### config.mk
export PLATFORM = sky130hd
export DESIGN_NAME = divsqrt_arbiter
export DESIGN_NICKNAME = d
export VERILOG_FILES = /design/src/rtl/divsqrt_arbiter.sv
export SDC_FILE = /design/constraint.sdc
export NUM_CORES = 1
export LEC_CHECK = 0
export ABC_AREA = 1
export BUFFER_PORTS_ARGS = -buffer_cell sky130_fd_sc_hd__buf_4
export CAP_MARGIN = 15
export CORE_AREA = 3 3 316 318
export CTS_BUF_LIST = sky130_fd_sc_hd__clkbuf_2 sky130_fd_sc_hd__clkbuf_4 sky130_fd_sc_hd__clkbuf_8
export DETAILED_ROUTE_END_ITERATION = 12
export DIE_AREA = 0 0 319 321
export GPL_TIMING_DRIVEN = 0
export PLACE_DENSITY = 0.36
export REMOVE_ABC_BUFFERS = 1
export SYNTH_ARGS = -nofsm -noshare
export SYNTH_HDL_FRONTEND = slang
export SYNTH_SLANG_ARGS = --single-unit
export TNS_END_PERCENT = 30
### constraint.sdc
create_clock -name clock -period 2.3 [get_ports clock]
set_input_delay 0 -clock clock [delete_from_list [all_inputs] [get_ports clock]]
set_output_delay 0 -clock clock [all_outputs]
set_load 0.05 [all_outputs]
### src/rtl/divsqrt_arbiter.sv
// divsqrt_arbiter
// Shares one divide/sqrt unit among numReq requesters. Only one operation is
// outstanding at a time. A round-robin pointer picks the next requester. The
// unit result is returned to the requester that owns the operation.
//
// Ports
//   clock, nReset            clock and synchronous active-low reset
//   req_valid/req_ready      per-requester handshake (ready is one-hot or zero)
//   req_sqrtOp, req_a/b,     per-requester operation; requester i occupies
//   req_roundingMode         bits [i*W +: W] (operands) and [i*3 +: 3] (mode)
//   resp_valid/resp_ready    per-requester result handshake (valid one-hot/zero)
//   resp_out, resp_flags     captured unit result, shared by all requesters
//   du_inValid/du_inReady    issue handshake towards the shared unit
//   du_sqrtOp, du_a/b,       operands presented to the unit
//   du_roundingMode
//   du_outValid, du_out,     unit result strobe (no backpressure)
//   du_exceptionFlags
//   err_spurious             sticky: unit produced a result nobody waited for
//   err_timeout              sticky: unit stayed silent for maxBusyCycles
module divsqrt_arbiter #(
    parameter int expWidth      = 11,
    parameter int sigWidth      = 53,
    parameter int numReq        = 4,
    parameter int maxBusyCycles = 127
) (
    input  logic                                  clock,
    input  logic                                  nReset,
    input  logic [numReq-1:0]                     req_valid,
    output logic [numReq-1:0]                     req_ready,
    input  logic [numReq-1:0]                     req_sqrtOp,
    input  logic [numReq*(expWidth+sigWidth)-1:0] req_a,
    input  logic [numReq*(expWidth+sigWidth)-1:0] req_b,
    input  logic [numReq*3-1:0]                   req_roundingMode,
    output logic [numReq-1:0]                     resp_valid,
    input  logic [numReq-1:0]                     resp_ready,
    output logic [expWidth+sigWidth-1:0]          resp_out,
    output logic [4:0]                            resp_flags,
    input  logic                                  du_inReady,
    output logic                                  du_inValid,
    output logic                                  du_sqrtOp,
    output logic [expWidth+sigWidth-1:0]          du_a,
    output logic [expWidth+sigWidth-1:0]          du_b,
    output logic [2:0]                            du_roundingMode,
    input  logic                                  du_outValid,
    input  logic [expWidth+sigWidth-1:0]          du_out,
    input  logic [4:0]                            du_exceptionFlags,
    output logic                                  err_spurious,
    output logic                                  err_timeout
);

    localparam int W  = expWidth + sigWidth;
    localparam int IW = (numReq > 1) ? $clog2(numReq) : 1;
    localparam int CW = $clog2(maxBusyCycles + 1);

    typedef enum logic [1:0] {
        IDLE  = 2'd0,
        ISSUE = 2'd1,
        BUSY  = 2'd2,
        RESP  = 2'd3
    } stateT;

    stateT          stateR;
    logic [IW-1:0]  ptrR;
    logic [IW-1:0]  ownerR;
    logic [W-1:0]   aR;
    logic [W-1:0]   bR;
    logic           sqrtOpR;
    logic [2:0]     rmR;
    logic [CW-1:0]  busyCntR;
    logic [W-1:0]   outR;
    logic [4:0]     flagsR;
    logic           errSpuriousR;
    logic           errTimeoutR;

    logic [IW-1:0]  winnerS;
    logic           anyValidS;
    logic [IW:0]    rrSumS;
    logic [IW-1:0]  rrIdxS;
    logic           rrHitS;
    logic [W-1:0]   selAS;
    logic [W-1:0]   selBS;
    logic           selSqrtS;
    logic [2:0]     selRmS;
    logic [IW-1:0]  ptrNextS;
    logic [numReq-1:0] reqReadyS;

    // Round-robin search: first valid requester starting at ptrR, wrapping.
    always_comb begin
        winnerS   = '0;
        anyValidS = 1'b0;
        rrSumS    = '0;
        rrIdxS    = '0;
        rrHitS    = 1'b0;
        for (int k = 0; k < numReq; k++) begin
            rrSumS    = {1'b0, ptrR} + (IW+1)'(k);
            rrIdxS    = (rrSumS >= (IW+1)'(numReq)) ? IW'(rrSumS - (IW+1)'(numReq))
                                                    : IW'(rrSumS);
            rrHitS    = !anyValidS && req_valid[rrIdxS];
            winnerS   = rrHitS ? rrIdxS : winnerS;
            anyValidS = anyValidS | rrHitS;
        end
    end

    // Operand mux for the winning requester (AND-OR so no priority is implied).
    always_comb begin
        selAS    = '0;
        selBS    = '0;
        selSqrtS = 1'b0;
        selRmS   = 3'b000;
        for (int i = 0; i < numReq; i++) begin
            selAS    = selAS    | (req_a[i*W +: W] & {W{winnerS == IW'(i)}});
            selBS    = selBS    | (req_b[i*W +: W] & {W{winnerS == IW'(i)}});
            selSqrtS = selSqrtS | (req_sqrtOp[i] & (winnerS == IW'(i)));
            selRmS   = selRmS   | (req_roundingMode[i*3 +: 3] & {3{winnerS == IW'(i)}});
        end
    end

    // Pointer moves to the requester just after the winner.
    always_comb begin
        if (winnerS == IW'(numReq - 1)) begin
            ptrNextS = '0;
        end else begin
            ptrNextS = winnerS + IW'(1);
        end
    end

    // Grant is combinational so a requester is accepted in its request cycle.
    always_comb begin
        reqReadyS = '0;
        if (nReset && (stateR == IDLE) && anyValidS) begin
            reqReadyS = numReq'(1) << winnerS;
        end else begin
            reqReadyS = '0;
        end
    end

    assign req_ready       = reqReadyS;
    assign resp_valid      = (nReset && (stateR == RESP)) ? (numReq'(1) << ownerR) : '0;
    assign du_inValid      = nReset && (stateR == ISSUE);
    assign du_a            = aR;
    assign du_b            = bR;
    assign du_sqrtOp       = sqrtOpR;
    assign du_roundingMode = rmR;
    assign resp_out        = outR;
    assign resp_flags      = flagsR;
    assign err_spurious    = errSpuriousR;
    assign err_timeout     = errTimeoutR;

    // Arbiter FSM with operand/result capture, busy watchdog and error flags.
    always_ff @(posedge clock) begin
        if (!nReset) begin
            stateR       <= IDLE;
            ptrR         <= '0;
            ownerR       <= '0;
            aR           <= '0;
            bR           <= '0;
            sqrtOpR      <= 1'b0;
            rmR          <= 3'b000;
            busyCntR     <= '0;
            outR         <= '0;
            flagsR       <= 5'b00000;
            errSpuriousR <= 1'b0;
            errTimeoutR  <= 1'b0;
        end else begin
            // Only BUSY expects a result; anything else is a stray strobe.
            if (du_outValid && (stateR != BUSY)) begin
                errSpuriousR <= 1'b1;
            end
            case (stateR)
                IDLE: begin
                    if (anyValidS) begin
                        aR      <= selAS;
                        bR      <= selBS;
                        sqrtOpR <= selSqrtS;
                        rmR     <= selRmS;
                        ownerR  <= winnerS;
                        ptrR    <= ptrNextS;
                        stateR  <= ISSUE;
                    end
                end
                ISSUE: begin
                    if (du_inReady) begin
                        busyCntR <= '0;
                        stateR   <= BUSY;
                    end
                end
                BUSY: begin
                    if (busyCntR != CW'(maxBusyCycles)) begin
                        busyCntR <= busyCntR + CW'(1);
                    end
                    if (du_outValid) begin
                        outR   <= du_out;
                        flagsR <= du_exceptionFlags;
                        stateR <= RESP;
                    end else if (busyCntR >= CW'(maxBusyCycles - 1)) begin
                        // Give up on the unit; the owner never sees a result.
                        errTimeoutR <= 1'b1;
                        stateR      <= IDLE;
                    end
                end
                RESP: begin
                    if (resp_ready[ownerR]) begin
                        stateR <= IDLE;
                    end
                end
                default: begin
                    stateR <= IDLE;
                end
            endcase
        end
    end

endmodule
==> impl_results.html, run 1 <==
<table>
<tr><th>Metric</th><th>Value</th></tr>
<tr><th colspan="2">Finish</th></tr>
<tr><td>Ratio of cells with drive above 1 in the final layout</td><td>35.7%</td></tr>
<tr><td>Number of nets in the layout</td><td>3835</td></tr>
<tr><td>Commonest cells after routing, fill and taps aside</td><td>buf_4 (831), dlygate4sd3_1 (604), nand2_1 (559)</td></tr>
<tr><td>Utilization after layout</td><td>28.9%</td></tr>
<tr><td>Most common library cell in the layout ignoring fill and taps</td><td>buf_4</td></tr>
<tr><td>Area growth from synthesis to final layout</td><td>147%</td></tr>
<tr><th colspan="2">Drt</th></tr>
<tr><td>Number of DRC violations after detailed routing</td><td>0</td></tr>
<tr><td>Post-Route WL</td><td>97.0 mm</td></tr>
<tr><td>WL per Instance</td><td>21.4 um</td></tr>
<tr><td>Number of DRC markers in iteration 0</td><td>708</td></tr>
<tr><td>Vias</td><td>18.2k</td></tr>
<tr><td>Number of iterations in the first detailed-routing pass</td><td>5</td></tr>
<tr><td>Average via count per standard cell</td><td>4.01</td></tr>
<tr><td>DRT antenna net count</td><td>0</td></tr>
<tr><th colspan="2">Worst setup path</th></tr>
<tr><td>Crit path capture</td><td>du_a[17]$_SDFFE_PN0P_</td></tr>
<tr><td>Capturing point of the worst reg2reg path</td><td>du_a[17]$_SDFFE_PN0P_</td></tr>
<tr><td>Data arrival time at the worst-slack endpoint</td><td>3070 ps</td></tr>
<tr><td>Critical path peak fanout</td><td>8</td></tr>
<tr><td>Crit-path max cell delay</td><td>430 ps</td></tr>
<tr><td>Critical path cell sequence</td><td>buf_6 -&gt; nand2_2 -&gt; nand2_2 -&gt; nand2_2 -&gt; nand2_2 -&gt; nor2_1 -&gt; nor2_1 -&gt; nand2_2 -&gt; nand2_4 -&gt; inv_4 -&gt; ha_4 -&gt; buf_16 -&gt; buf_16 -&gt; buf_16 -&gt; nand2_2 -&gt; nand4_1 -&gt; o21ai_1 -&gt; nor2_1</td></tr>
<tr><td>Crit path buf inv count</td><td>5</td></tr>
<tr><td>Master of the slowest instance on the critical path</td><td>dfxtp_4</td></tr>
<tr><td>CP Class</td><td>reg2reg</td></tr>
<tr><td>Type of element capturing the critical path</td><td>register</td></tr>
<tr><td>Path length in cells of the critical path</td><td>18</td></tr>
<tr><td>Largest delay share family, worst path</td><td>simple AND/OR/NAND/NOR gates</td></tr>
<tr><td>Worst setup SP type</td><td>register</td></tr>
<tr><td>Launch point of the worst reg-to-reg path</td><td>ptrR[0]$_SDFFE_PN0P_</td></tr>
<tr><td>Critical Path Start</td><td>ptrR[0]$_SDFFE_PN0P_</td></tr>
<tr><td>Worst reg2reg setup slack</td><td>-270 ps</td></tr>
<tr><td>Most repeated library cell on the critical path</td><td>nand2_2</td></tr>
<tr><td>Number of cells traversed by the worst register-to-register path</td><td>18</td></tr>
<tr><td>Required time at the endpoint of the critical path</td><td>2800 ps</td></tr>
<tr><th colspan="2">Power and ir drop</th></tr>
<tr><td>Power after layout</td><td>41700 uW</td></tr>
<tr><td>Fraction of power spent switching nets</td><td>54.0%</td></tr>
<tr><td>Pwr Density</td><td>1490 nW/um^2</td></tr>
<tr><td>Reg power frac</td><td>13.3%</td></tr>
<tr><td>Logic pwr share</td><td>75.4%</td></tr>
<tr><td>Internal power consumption</td><td>19200 uW</td></tr>
<tr><td>Part of the power in the clock network</td><td>11.3%</td></tr>
<tr><td>Sw Pwr</td><td>22500 uW</td></tr>
<tr><td>LEAKAGE</td><td>0.0124 uW</td></tr>
<tr><td>Worst vdd rail ir drop</td><td>0.00113 V</td></tr>
<tr><th colspan="2">Run status</th></tr>
<tr><td>Result of the run</td><td>finished, violations left</td></tr>
<tr><td>Failing checks</td><td>setup timing</td></tr>
<tr><th colspan="2">Logic synthesis</th></tr>
<tr><td>Portion of synthesized cell area occupied by the leading cell type</td><td>38.3%</td></tr>
<tr><td>Yosys warnings</td><td>0</td></tr>
<tr><td>Seq cells post-synth</td><td>216</td></tr>
<tr><td>Library cell occupying the most area in the post-synthesis netlist</td><td>dfxtp_1</td></tr>
<tr><td>Mean instance size in the synthesized netlist</td><td>6.30 sq um</td></tr>
<tr><td>Area contributors post-synth</td><td>dfxtp_1 (38%), nand2_1 (22%), nor2_1 (8.8%), nand4_1 (7.5%), o21ai_0 (5.1%)</td></tr>
<tr><td>Synthesized instance count</td><td>1794</td></tr>
<tr><td>Post-synthesis sequential area ratio</td><td>38.3%</td></tr>
<tr><td>Synthesized area</td><td>11300 sq um</td></tr>
<tr><td>Number of distinct library cells after synthesis</td><td>26</td></tr>
<tr><th colspan="2">CTS</th></tr>
<tr><td>Clock-pin slew reported for the worst setup and hold paths after clock tree synthesis</td><td>60 ps</td></tr>
<tr><td>Later-pin clock latency in the skew report</td><td>640 ps</td></tr>
<tr><td>Clock Tree Buf Depth</td><td>3</td></tr>
<tr><td>Root Buffer</td><td>clkbuf_8</td></tr>
<tr><td>CTS H-Tree Depth</td><td>2</td></tr>
<tr><td>Number of buffers created by CTS</td><td>48</td></tr>
<tr><td>Clock tree from TritonCTS</td><td>yes</td></tr>
<tr><td>Number of sinks driven by the clock tree</td><td>216</td></tr>
<tr><th colspan="2">Global routing</th></tr>
<tr><td>GRT Residual Overflow</td><td>0</td></tr>
<tr><td>Via count of the first global-routing pass</td><td>19.4k</td></tr>
<tr><td>Global-route wire length before repair</td><td>133 mm</td></tr>
<tr><td>Antenna violations before repair</td><td>22</td></tr>
<tr><td>GRT Total Usage</td><td>17.8%</td></tr>
<tr><td>Maximum number of pins on one net before global-route repair</td><td>75</td></tr>
<tr><th colspan="2">Floorplan</th></tr>
<tr><td>Core region area</td><td>96900 sq um</td></tr>
<tr><td>Std cell rows</td><td>114</td></tr>
<tr><td>Die Outline Area</td><td>102000 sq um</td></tr>
<tr><td>I/O pin count</td><td>821</td></tr>
<tr><td>Initial Utilization</td><td>11.7%</td></tr>
<tr><td>Vertical die dimension</td><td>321 um</td></tr>
<tr><td>Die extent in x</td><td>319 um</td></tr>
<tr><th colspan="2">Run</th></tr>
<tr><td># Max-Cap Violations</td><td>0</td></tr>
<tr><th colspan="2">STA</th></tr>
<tr><td>Final critical-path share of the clock period</td><td>112%</td></tr>
<tr><td>Max Clock Freq</td><td>389 MHz</td></tr>
<tr><td>Final Critical Period</td><td>2570 ps</td></tr>
<tr><td>Max-Slew Margin vs Limit</td><td>35.5%</td></tr>
<tr><td>Count of final max-slew check failures</td><td>0</td></tr>
<tr><td>Final-report hold violation count</td><td>0</td></tr>
<tr><td>Final worst slack</td><td>-270 ps</td></tr>
<tr><td>Number of setup violations in the final report</td><td>134</td></tr>
<tr><td>Worst-margin pin slew</td><td>968 ps</td></tr>
<tr><td>Fin Clk Skew</td><td>32.9 ps</td></tr>
<tr><td>Setup repair after global routing missed its margin</td><td>true</td></tr>
<tr><td>Fin Setup TNS</td><td>-20030 ps</td></tr>
<tr><th colspan="2">Placement</th></tr>
<tr><td>Buffers added on ports</td><td>820</td></tr>
<tr><td>Weighted congestion reported at the end of routability-driven placement</td><td>0.775</td></tr>
<tr><td>HPWL after DPL</td><td>56.6 mm</td></tr>
<tr><th colspan="2">Min path</th></tr>
<tr><td>Hold WC Path Type</td><td>in2reg</td></tr>
</table>
## routing by layer
metal	global-route usage, %	vias up	wire length (um)
li1	-	8765	-
met1	19.7	8544	37700
met2	32.7	715	49000
met3	4.53	170	6750
met4	6.71	10	3490
met5	0	-	51
## metrics by stage
step | cell area [sq um] | instances | worst slack [ps] | hold slack [ps]
2_1_floorplan | 10600 | 1656 | -2190 | 118
3_3_place_gp | 18400 | 3752 | -6870 | 293
3_5_place_dp | 18800 | 3764 | -1470 | 292
4_1_cts | 27500 | 4518 | -301 | 27.3
5_1_grt | 27900 | 4530 | -391 | 71.1
6_report | 28000 | 4536 | -270 | 111
## registers in the layout (all words and copies together), names as in the netlist
name             count
du_a                64
du_b                64
resp_out            64
busyCntR             7
resp_flags           5
du_roundingMode      3
ownerR               2
ptrR                 2
stateR               2
du_sqrtOp            1
err_spurious         1
err_timeout          1
## worst min path at each step
stage                 start                   endpoint  cells after the start
6_report        du_outValid  resp_out[51]$_SDFFE_PN0P_                      3
5_1_grt         du_outValid  resp_out[16]$_SDFFE_PN0P_                      3
4_1_cts        req_valid[1]     stateR[0]$_SDFFE_PN0P_                      8
3_5_place_dp     du_out[62]  resp_out[62]$_SDFFE_PN0P_                      3
3_3_place_gp     du_out[22]  resp_out[22]$_SDFFE_PN0P_                      3
2_1_floorplan        nReset   err_timeout$_SDFFE_PN0P_                      1
## kinds of logic (layout without fill, tap and decap cells)
kind of cell	Yosys count	in the layout	share of synthesized area, %
and+or+nand+nor	1181	1182	43.9
other	0	11	0
buffers and inverters	165	1619	7.00
xor gates and xnor gates	1	1	0.0775
AOI/OAI and AO/OA	225	225	10.1
adders and majority gates	6	6	0.664
DFF	216	216	38.3
## cells in the mapped netlist
cell type and count:
nand4_1 135, nor2_2 20, o21a_1 2, clkbuf_1 106
a21oi_2 2, a21oi_1 81, nand2_1 662, nor2_4 1
ha_1 6, nand3_2 1, buf_6 21, inv_1 24
inv_2 3, o21ai_1 22, nand2_2 3, dfxtp_1 216
nor3_1 10, and3_1 2, o21ai_0 116, nand3_1 82
xor2_1 1, buf_2 8, nor2_1 265, buf_4 1
a31oi_1 2, buf_1 2
## tightest hold or removal path, stage by stage
cell	delay, ps
buf_4	390
nand3_1	200
a21oi_1	60
## power groups by stage
stage,combinational [uW],sequential (uW),clock [uW]
finish,31400,5560,4710
global route,33600,5700,5100
CTS,30900,5560,4970
detailed placement,21300,5610,0
global placement,12100,5360,0
floorplan,6970,8930,0
## final cells by class
type / count / area (sq um)
Inverter: 27 / 153
Timing Repair inverter: 2 / 17.5
Clock buffer: 75 / 963
Tap cell: 1276 / 1600
Fill cell: 10498 / 68900
Sequential cell: 216 / 4330
Antenna cell: 11 / 27.5
Multi-Input combinational cell: 1414 / 6800
Clock inverter: 4 / 45.0
Timing Repair Buffer: 1511 / 14000
## what timing repair did
action,in CTS,in global routing
endpoints found under the hold margin,212,0
endpoints found under the setup margin,210,176
buffers inserted,39,8
hold buffers,605,0
gates resized for setup,220,169
gates cloned,32,5
pin swaps,102,127
Note: power is estimated with default switching activity, not from simulation.
==> run 2, diff against run 1 <==
--- a/config.mk
+++ b/config.mk
@@ -9,10 +9,13 @@
 export BUFFER_PORTS_ARGS = -buffer_cell sky130_fd_sc_hd__buf_4
 export CAP_MARGIN = 15
-export CORE_AREA = 3 3 316 318
+export CELL_PAD_IN_SITES_DETAIL_PLACEMENT = 2
+export CELL_PAD_IN_SITES_GLOBAL_PLACEMENT = 2
+export CORE_AREA = 3 3 322 324
 export CTS_BUF_LIST = sky130_fd_sc_hd__clkbuf_2 sky130_fd_sc_hd__clkbuf_4 sky130_fd_sc_hd__clkbuf_8
 export DETAILED_ROUTE_END_ITERATION = 12
-export DIE_AREA = 0 0 319 321
+export DIE_AREA = 0 0 325 327
 export GPL_TIMING_DRIVEN = 0
-export PLACE_DENSITY = 0.36
+export MAX_ROUTING_LAYER = met4
+export PLACE_DENSITY = 0.58
 export REMOVE_ABC_BUFFERS = 1
 export SYNTH_ARGS = -nofsm -noshare
==> constraint.sdc (replaced) <==
create_clock -name clock -period 2.3 [get_ports clock]
set_input_delay 0.345 -clock clock [delete_from_list [all_inputs] [get_ports clock]]
set_output_delay 0.345 -clock clock [all_outputs]
set_load 0.05 [all_outputs]
==> impl_results.html, run 2 (synthesis gave the netlist of run 1 again) <==
<table>
<tr><th>Metric</th><th>Value</th></tr>
<tr><th colspan="2">Drt</th></tr>
<tr><td>Number of DRC violations after detailed routing</td><td>0</td></tr>
<tr><td>Number of iterations in the first detailed-routing pass</td><td>4</td></tr>
<tr><td>DRT antenna net count</td><td>0</td></tr>
<tr><td>Post-Route WL</td><td>108 mm</td></tr>
<tr><td>Number of DRC markers in iteration 0</td><td>639</td></tr>
<tr><td>Top Metal Used</td><td>met4</td></tr>
<tr><td>Vias</td><td>17.8k</td></tr>
<tr><td>Sum of met3 wire segment lengths after detailed routing</td><td>7.95 mm</td></tr>
<tr><td>WL per Instance</td><td>24.7 um</td></tr>
<tr><td>Average via count per standard cell</td><td>4.05</td></tr>
<tr><td>Routed wl met2</td><td>54.4 mm</td></tr>
<tr><td>Metal-1 WL</td><td>42.3 mm</td></tr>
<tr><th colspan="2">Floorplan</th></tr>
<tr><td>Initial Utilization</td><td>11.1%</td></tr>
<tr><td>Core region area</td><td>101000 sq um</td></tr>
<tr><td>Std cell rows</td><td>117</td></tr>
<tr><td>Die extent in x</td><td>325 um</td></tr>
<tr><td>Vertical die dimension</td><td>327 um</td></tr>
<tr><td>I/O pin count</td><td>821</td></tr>
<tr><td>Die Outline Area</td><td>106000 sq um</td></tr>
<tr><th colspan="2">Min path</th></tr>
<tr><td>Hold WC Path Type</td><td>in2reg</td></tr>
<tr><th colspan="2">Power and ir drop</th></tr>
<tr><td>Part of the power in the clock network</td><td>11.7%</td></tr>
<tr><td>Internal power consumption</td><td>19700 uW</td></tr>
<tr><td>Logic pwr share</td><td>75.3%</td></tr>
<tr><td>LEAKAGE</td><td>0.0115 uW</td></tr>
<tr><td>Pwr Density</td><td>1680 nW/um^2</td></tr>
<tr><td>Worst vdd rail ir drop</td><td>0.000839 V</td></tr>
<tr><td>Sw Pwr</td><td>23400 uW</td></tr>
<tr><td>Reg power frac</td><td>12.9%</td></tr>
<tr><td>Fraction of power spent switching nets</td><td>54.3%</td></tr>
<tr><th colspan="2">Placement</th></tr>
<tr><td>Placed Instance Area</td><td>19000 sq um</td></tr>
<tr><td>Cell total after placement</td><td>3858</td></tr>
<tr><td>Buffers added on ports</td><td>820</td></tr>
<tr><td>HPWL after DPL</td><td>62.1 mm</td></tr>
<tr><td>Weighted congestion reported at the end of routability-driven placement</td><td>0.871</td></tr>
<tr><th colspan="2">CTS</th></tr>
<tr><td>Later-pin clock latency in the skew report</td><td>660 ps</td></tr>
<tr><td>Clock tree from TritonCTS</td><td>yes</td></tr>
<tr><td>Clock Tree Buf Depth</td><td>3</td></tr>
<tr><td>CTS H-Tree Depth</td><td>2</td></tr>
<tr><td>Number of sinks driven by the clock tree</td><td>216</td></tr>
<tr><td>Root Buffer</td><td>clkbuf_8</td></tr>
<tr><td>Clock-pin slew reported for the worst setup and hold paths after clock tree synthesis</td><td>60 ps</td></tr>
<tr><td>Number of buffers created by CTS</td><td>48</td></tr>
<tr><th colspan="2">Global routing</th></tr>
<tr><td>Maximum number of pins on one net before global-route repair</td><td>86</td></tr>
<tr><td>Antenna violations before repair</td><td>18</td></tr>
<tr><td>GRT Residual Overflow</td><td>0</td></tr>
<tr><td>Global-route wire length before repair</td><td>146 mm</td></tr>
<tr><td>GRT Total Usage</td><td>19.5%</td></tr>
<tr><td>Via count of the first global-routing pass</td><td>19.8k</td></tr>
<tr><th colspan="2">STA</th></tr>
<tr><td>Max-Slew Margin vs Limit</td><td>34.0%</td></tr>
<tr><td>Number of setup violations in the final report</td><td>136</td></tr>
<tr><td>Fin Clk Skew</td><td>15.9 ps</td></tr>
<tr><td>Final worst slack</td><td>-750 ps</td></tr>
<tr><td>Max Clock Freq</td><td>328 MHz</td></tr>
<tr><td>Final Critical Period</td><td>3050 ps</td></tr>
<tr><td>Count of final max-slew check failures</td><td>0</td></tr>
<tr><td>Fin Setup TNS</td><td>-81670 ps</td></tr>
<tr><td>Setup repair after global routing missed its margin</td><td>true</td></tr>
<tr><td>Worst-margin pin slew</td><td>990 ps</td></tr>
<tr><td>Final critical-path share of the clock period</td><td>133%</td></tr>
<tr><td>Final-report hold violation count</td><td>0</td></tr>
<tr><th colspan="2">Worst setup path</th></tr>
<tr><td>Worst reg2reg setup slack</td><td>-700 ps</td></tr>
<tr><td>Required time at the endpoint of the critical path</td><td>1960 ps</td></tr>
<tr><td>Type of element capturing the critical path</td><td>primary output</td></tr>
<tr><td>Critical path peak fanout</td><td>6</td></tr>
<tr><td>CP Class</td><td>reg2out</td></tr>
<tr><td>Data arrival time at the worst-slack endpoint</td><td>2700 ps</td></tr>
<tr><td>Worst setup SP type</td><td>register</td></tr>
<tr><th colspan="2">Finish</th></tr>
<tr><td>Post-Layout Inst Area</td><td>25700 sq um</td></tr>
<tr><td>Commonest cells after routing, fill and taps aside</td><td>buf_4 (848), nand2_1 (588), dlygate4sd3_1 (323)</td></tr>
<tr><td>Number of nets in the layout</td><td>3586</td></tr>
<tr><td>Utilization after layout</td><td>25.3%</td></tr>
<tr><td>Area growth from synthesis to final layout</td><td>127%</td></tr>
<tr><td>Post-layout instance count excluding filler cells</td><td>4389</td></tr>
<tr><td>Most common library cell in the layout ignoring fill and taps</td><td>buf_4</td></tr>
<tr><td>Ratio of cells with drive above 1 in the final layout</td><td>39.0%</td></tr>
<tr><th colspan="2">Run</th></tr>
<tr><td># Max-Cap Violations</td><td>0</td></tr>
<tr><th colspan="2">Run status</th></tr>
<tr><td>Result of the run</td><td>finished, violations left</td></tr>
<tr><td>Failing checks</td><td>setup timing</td></tr>
</table>
-- run 2: repair_timing --
item                                   CTS  global route
hold buffers                           323             0
setup endpoints to repair              144           198
buffers inserted                        49            26
resized for setup                      139           144
gates cloned                            26             9
endpoints found under the hold margin  157             0
pin swaps                               50            97
-- run 2: per-layer routing --
layer | global-route usage [%] | vias up
met2 | 34.6 | 635
met1 | 21.3 | 8760
met3 | 5.69 | 124
met5 | - | -
met4 | 5.30 | 0
li1 | - | 8272
-- run 2: final cells by class --
type | count | area [sq um]
diodes | 14 | 35.0
clock buffers | 81 | 983
clock inverters | 5 | 87.6
fillers | 11895 | 75800
inverters | 27 | 155
multi-input cells | 1415 | 6740
flip-flops and latches | 216 | 4330
well taps | 1368 | 1710
repair buffers | 1261 | 11600
repair inverters | 2 | 17.5
-- run 2: per-stage QoR --
stage                     setup slack (ps)  hold slack, ps  total power [uW]
after floorplan                      -2540             460             15900
after global placement               -7290             451             17500
after detailed placement             -1580             456             27500
after CTS                             -865          0.0492             41600
after global routing                  -905            5.33             46000
final                                 -750            63.4             43100
-- run 2: power by group through the flow --
| stage | logic (uW) | registers [uW] | clock network [uW] |
|---|---|---|---|
| 3_5_place_dp | 21900 | 5610 | 0 |
| 3_3_place_gp | 12200 | 5350 | 0 |
| 2_1_floorplan | 6970 | 8930 | 0 |
| 5_1_grt | 34900 | 5730 | 5440 |
| 4_1_cts | 30700 | 5560 | 5310 |
| 6_report | 32500 | 5580 | 5040 |
-- run 2: final timing paths --
path	from	to	cells after the start
max	ptrR[0]$_SDFFE_PN0P_	req_ready[2]	14
min	req_b[137]	du_b[9]$_SDFFE_PN0P_	5
max reg2reg	ptrR[0]$_SDFFE_PN0P_	du_a[14]$_SDFFE_PN0P_	19
min reg2reg	resp_out[49]$_SDFFE_PN0P_	resp_out[49]$_SDFFE_PN0P_	2
-- run 2: worst max-delay path: stages, from the launching register on --
cell     delay, ps
dfxtp_4        430
buf_6          140
nand2_4         60
nand3_4         70
nand2_4         70
nor2_4         190
nand3_2        130
nand3_4         90
nand2_4         90
inv_4           90
ha_4           230
buf_16         160
inv_4           40
nor2_4          80
buf_8          150
